$ cat src/rtl/cmp_window_monitor.sv
// Purpose: windowed statistics for comparator samples (lt/eq/gt/err counts, max operand, sample count).
// Latency: the summary is valid the cycle after the closing sample or flush; one bubble cycle minimum between windows.
// Backpressure: in_ready is low while a summary waits; out_ready low holds the summary indefinitely.
// Optional: define CMP_SELFCHECK_EN to check l/e/g against the a/b comparison.
module cmp_window_monitor #(
    parameter int WINDOW = 16,
    parameter int CNT_W  = 8
) (
    input  logic             clk,
    input  logic             rst_n,
    input  logic             in_valid,
    output logic             in_ready,
    input  logic             l,
    input  logic             e,
    input  logic             g,
    input  logic [7:0]       a,
    input  logic [7:0]       b,
    input  logic             flush,
    output logic             out_valid,
    input  logic             out_ready,
    output logic [CNT_W-1:0] lt_count,
    output logic [CNT_W-1:0] eq_count,
    output logic [CNT_W-1:0] gt_count,
    output logic [CNT_W-1:0] err_count,
    output logic [7:0]       max_val,
    output logic [7:0]       sample_count
);

    typedef enum logic {ACCUM = 1'b0, REPORT = 1'b1} state_t;

    localparam logic [7:0] WIN8 = 8'(WINDOW);

    state_t           state_q, state_d;
    logic [CNT_W-1:0] lt_q, lt_d, eq_q, eq_d, gt_q, gt_d, err_q, err_d;
    logic [7:0]       max_q, max_d, cnt_q, cnt_d;
    logic [7:0]       cnt_inc;
    logic             accept, sample_ok, close_win, hs;

    assign accept  = in_valid && (state_q == ACCUM);
    assign hs      = (state_q == REPORT) && out_ready;
    assign cnt_inc = cnt_q + 8'd1;

    // A sample counts towards a category only if its flags are a valid one-hot outcome.
`ifdef CMP_SELFCHECK_EN
    always_comb begin
        sample_ok = ({l, e, g} == {(a < b), (a == b), (a > b)});
    end
`else
    always_comb begin
        sample_ok = 1'b0;
        case ({l, e, g})
            3'b100, 3'b010, 3'b001: sample_ok = 1'b1;
            default:                sample_ok = 1'b0;
        endcase
    end
`endif

    // Window closes on the WINDOW-th sample, or on flush when the window holds (or is receiving) data.
    always_comb begin
        close_win = 1'b0;
        if (state_q == ACCUM) begin
            close_win = (accept && (cnt_inc == WIN8)) ||
                        (flush && (accept || (cnt_q != 8'd0)));
        end
    end

    // State register.
    always_ff @(posedge clk or negedge rst_n) begin
        if (!rst_n) state_q <= ACCUM;
        else        state_q <= state_d;
    end

    // Next-state logic.
    always_comb begin
        state_d = state_q;
        case (state_q)
            ACCUM:   if (close_win) state_d = REPORT;
            REPORT:  if (out_ready) state_d = ACCUM;
            default: state_d = ACCUM;
        endcase
    end

    // Handshake outputs decoded from the state.
    always_comb begin
        in_ready  = (state_q == ACCUM);
        out_valid = (state_q == REPORT);
    end

    // Next values of the statistics: cleared on summary handshake, updated on accept, saturating.
    always_comb begin
        lt_d  = lt_q;
        eq_d  = eq_q;
        gt_d  = gt_q;
        err_d = err_q;
        max_d = max_q;
        cnt_d = cnt_q;
        if (hs) begin
            lt_d  = '0;
            eq_d  = '0;
            gt_d  = '0;
            err_d = '0;
            max_d = 8'd0;
            cnt_d = 8'd0;
        end else if (accept) begin
            if (!sample_ok) begin
                if (err_q != '1) err_d = err_q + 1'b1;
            end else if (l) begin
                if (lt_q != '1) lt_d = lt_q + 1'b1;
            end else if (e) begin
                if (eq_q != '1) eq_d = eq_q + 1'b1;
            end else begin
                if (gt_q != '1) gt_d = gt_q + 1'b1;
            end
            if (a > max_d) max_d = a;
            if (b > max_d) max_d = b;
            if (cnt_q != 8'hFF) cnt_d = cnt_inc;
        end
    end

    // Statistics registers; reset discards the window immediately.
    always_ff @(posedge clk or negedge rst_n) begin
        if (!rst_n) begin
            lt_q  <= '0;
            eq_q  <= '0;
            gt_q  <= '0;
            err_q <= '0;
            max_q <= 8'd0;
            cnt_q <= 8'd0;
        end else begin
            lt_q  <= lt_d;
            eq_q  <= eq_d;
            gt_q  <= gt_d;
            err_q <= err_d;
            max_q <= max_d;
            cnt_q <= cnt_d;
        end
    end

    assign lt_count     = lt_q;
    assign eq_count     = eq_q;
    assign gt_count     = gt_q;
    assign err_count    = err_q;
    assign max_val      = max_q;
    assign sample_count = cnt_q;

endmodule

$ cat config.mk
export PLATFORM = sky130hd
export DESIGN_NAME = cmp_window_monitor
export DESIGN_NICKNAME = d
export VERILOG_FILES = /design/src/rtl/cmp_window_monitor.sv
export SDC_FILE = /design/constraint.sdc
export NUM_CORES = 1
export LEC_CHECK = 0
export CELL_PAD_IN_SITES_DETAIL_PLACEMENT = 0
export CELL_PAD_IN_SITES_GLOBAL_PLACEMENT = 1
export CORE_ASPECT_RATIO = 1.25
export CORE_MARGIN = 2
export CORE_UTILIZATION = 48
export DETAILED_ROUTE_END_ITERATION = 10
export DONT_BUFFER_PORTS = 1
export GPL_TIMING_DRIVEN = 0
export PLACE_DENSITY_LB_ADDON = 0.1
export SYNTH_ARGS = -nofsm -noshare
export SYNTH_HDL_FRONTEND = slang
export SYNTH_SLANG_ARGS = --single-unit
export TNS_END_PERCENT = 5
$ cat constraint.sdc
create_clock -name clk -period 3.95 [get_ports clk]
set_input_delay 0.395 -clock clk [delete_from_list [all_inputs] [get_ports clk]]
set_output_delay 0.395 -clock clk [all_outputs]
set_load 0.1 [all_outputs]
==> summary.txt <==
CLOCK TREE
--------------------------------------------------------------------------------
CTS tree                                                                   built
Cell at the root of the clock tree                                      clkbuf_8
Clock-pin slew on the worst setup and hold paths                         0.10 ns
Clk Latency, worst-skew pair                                             0.30 ns
Post-CTS Setup Repair Bufs                                                     0
Number of H-tree levels                                                        2
Num CTS Buffers                                                                5
Clock buffer depth                                                             2
Sinks on the clock net                                                        49

SYNTH
--------------------------------------------------------------------------------
Post-synthesis instance total                                                315
Ys async rst share                                                          1.00
Yosys top cell by area                                                   dfrtp_1
Ranking of synthesized cells by instance count                      49 x dfrtp_1, 32 x nor2_1, 31 x o21ai_0
Leading register cell type out of synthesis                              dfrtp_1
Summed instance area of the synthesized netlist                     0.00300 mm^2
Number of nets in the synthesized netlist                                    362
Portion of the post-synthesis area used by sequential elements             0.409
EDFF count, synth                                                              0
Most used standard cell by instance count after synthesis                dfrtp_1
Unique masters post-synth                                                     48
Fraction of post-synthesis cell area in the top cell type by area          0.409
Number of storage elements in the synthesis netlist                           49
Ranking of synthesized cells by area                                dfrtp_1 41%, ha_1 9.6%, o21ai_0 5.2%
Number of warnings printed during yosys synthesis                              0
Post-Syn Area per Cell                                                 9.51 um^2

ROUTING
--------------------------------------------------------------------------------
Count of antenna-violating nets left after detailed routing                    0
Routed WL per cell                                                       16.1 um
Total Routed Length                                                      6570 um
Remaining routing DRC violations                                               0
Detailed-router iteration count before antenna repair                          4
Vias per cell                                                               5.68
DRT iter0 DRCs                                                               154
Overall via count from detail_route                                         2325

TIMING
--------------------------------------------------------------------------------
Worst setup skew after layout                                         0.00525 ns
Post-layout minimum cycle time                                           3.71 ns
Pins over their slew limit                                                     0
Final number of hold-violating endpoints                                       0
Crit share post-route                                                      0.940
Relative slew slack                                                        0.265
Setup WS post-layout                                                    0.235 ns
RSZ-0062 raised after global routing                                       false
Worst slew pin tran                                                      1.10 ns
Maximum operating frequency                                            0.269 GHz
Setup violations, final                                                        0
Final-layout worst hold slack                                           0.250 ns

FINISH
--------------------------------------------------------------------------------
Multi-input gate area in the final layout                           0.00168 mm^2
Area Overhead vs Synth                                                     8.94%
Total inserted antenna cells                                                   0
Register area                                                       0.00125 mm^2
Fillers                                                                      579
Fraction of layout cells with a size suffix above 1                       0.0957
Number of nets at the end of the flow                                        370

PLACE
--------------------------------------------------------------------------------
Post-detail-place hpwl                                                   4760 um
Count of input and output buffers                                              0
Post-placement setup slack                                             -0.404 ns
Routability congestion estimate from global placement                      0.747

CRITICAL PATH
--------------------------------------------------------------------------------
Launch point of the critical path                                     max_val[1]
Reg-to-reg startpoint                                                 max_val[1]
Register-to-Register Setup Slack                                         0.24 ns
Worst reg-to-reg path cell count                                              14
Category of the worst setup path launch point                               flop
Critical path endpoint category                                             flop
Critical path class                                                 flop to flop
Maximum fanout along the worst path                                           10
Data required time at the worst endpoint                                 4.15 ns
Worst setup endpoint                                                  max_val[0]
RR Endpoint                                                           max_val[0]
Data arrival at the endpoint of the critical path                        3.92 ns

RUN
--------------------------------------------------------------------------------
Number of violations of the max-capacitance limit                              0

POWER AND IR DROP
--------------------------------------------------------------------------------
Flop pwr share                                                             0.568
Ratio of total power to cell area                                    693 mW/mm^2
Part of the power in combinational logic                                   0.294
Static leakage                                                           1.42 nW
NetSw                                                                    1.28 mW
VDD IR-drop max                                                         0.641 mV
Share of total power consumed by net switching                             0.566
Internal power contribution                                             0.982 mW
Part of the power in the clock network                                     0.137

GRT
--------------------------------------------------------------------------------
Global-route wire length before repair                                  10700 um
Via count of the first global-routing pass                                  2143
Antenna violations before repair                                               0
Grt ovf                                                                        0
All-Layer GR Usage                                                         0.201
Maximum number of pins on one net before global-route repair                  50

FLOORPLANNING
--------------------------------------------------------------------------------
Io pins                                                                       74
Core Rows                                                                     32
Die Wd                                                                   74.7 um
Starting utilization of the core area                                      0.492
Std-Cell Core Area                                                  0.00609 mm^2
Overall die height                                                       92.3 um
Die Footprint                                                       0.00690 mm^2

STATUS
--------------------------------------------------------------------------------
Run status                                                             completed

MIN PATH
--------------------------------------------------------------------------------
Worst Hold Depth                                                               2
Hold Path Class                                                     input port to flop

layer usage:
| layer | GRT usage | vias to the layer above | part of all wire |
|---|---|---|---|
| met5 | 0 | - | 0 |
| met4 | 0.0536 | 0 | 0.0085 |
| met3 | 0.0555 | 4 | 0.060 |
| met2 | 0.309 | 64 | 0.47 |
| met1 | 0.279 | 1089 | 0.46 |
| li1 | - | 1168 | - |
state kept, by name, indices dropped and copies added (netlist names):
signal / cells
sample_count: 8
err_count: 8
lt_count: 8
gt_count: 8
max_val: 8
out_valid: 1
eq_count: 8
power by group through the flow:
stage | combinational [mW] | sequential, mW | clock (mW)
after floorplan | 0.521 | 1.24 | 0
after global placement | 0.645 | 1.27 | 0
after detailed placement | 0.654 | 1.27 | 0
after CTS | 0.671 | 1.29 | 0.323
after global routing | 0.764 | 1.30 | 0.350
final | 0.665 | 1.28 | 0.311
worst max-delay path: stages (launching register included):
cell and delay [ns]:
dfrtp_2 0.71, inv_1 0.09, ha_1 0.31, nand4_1 0.12, o21ai_0 0.16, a21boi_0 0.18, clkbuf_4 0.25, mux2i_1 0.25
ha_1 0.27, nor2b_1 0.13, o211ai_1 0.15, a21oi_1 0.08, o32a_2 0.47, a32o_1 0.29, a21o_1 0.14
through the flow:
stage / cell area (um^2) / util / total power [mW] / cells / setup TNS (ns)
finish: 3260 / 0.536 / 2.26 / 409 / 0
global route: 3260 / 0.536 / 2.42 / 409 / 0
CTS: 3260 / 0.536 / 2.28 / 410 / 0
detailed placement: 3100 / 0.510 / 1.93 / 400 / -2.89
global placement: 3100 / 0.510 / 1.92 / 400 / -2.64
floorplan: 3000 / - / 1.76 / 315 / 0
layout make-up:
cell class | instances | area share
multi-input cells | 242 | 0.514
inverters | 13 | 0.0149
repair buffers | 2 | 0.0115
plain buffers | 10 | 0.0157
clock inverters | 3 | 0.00767
flip-flops and latches | 49 | 0.383
well taps | 85 | 0.0326
clock buffers | 5 | 0.0211
placed cells by master, fill, tap and decap left out, drive strengths merged, types with 5 or more instances in the layout:
master  instances
a21oi          10
nand3          18
dfrtp          49
mux2i          11
nand4          13
o21ai          32
and4            7
clkbuf         11
xor2           12
inv            14
nand2          19
buf             5
nor2           32
and3            8
xnor2          11
a32oi           7
ha             23
worst min path at each step:
stage	from	to	slack, ns
4_1_cts	in_valid	out_valid	0.24
2_1_floorplan	rst_n	eq_count[0]	0.1
3_5_place_dp	rst_n	sample_count[2]	0.10
6_report	in_valid	out_valid	0.25
5_1_grt	b[2]	max_val[2]	0.24
3_3_place_gp	rst_n	sample_count[2]	0.10
kinds of logic (layout without fill, tap and decap cells):
group,count (synthesis),after routing,synth area share
xor+xnor,23,23,0.0672
mux,12,12,0.0405
buf+inv,24,33,0.0338
flops,49,49,0.409
compound gates,64,64,0.136
simple gates,120,120,0.218
fa+ha+maj,23,23,0.0960
timing repair:
| action | CTS | global route |
|---|---|---|
| resized for setup | 14 | 3 |
| hold buffers | 2 | 0 |
| endpoints found under the setup margin | 8 | 8 |
| endpoints found under the hold margin | 49 | 0 |
Note: power is estimated with default switching activity, not from simulation.
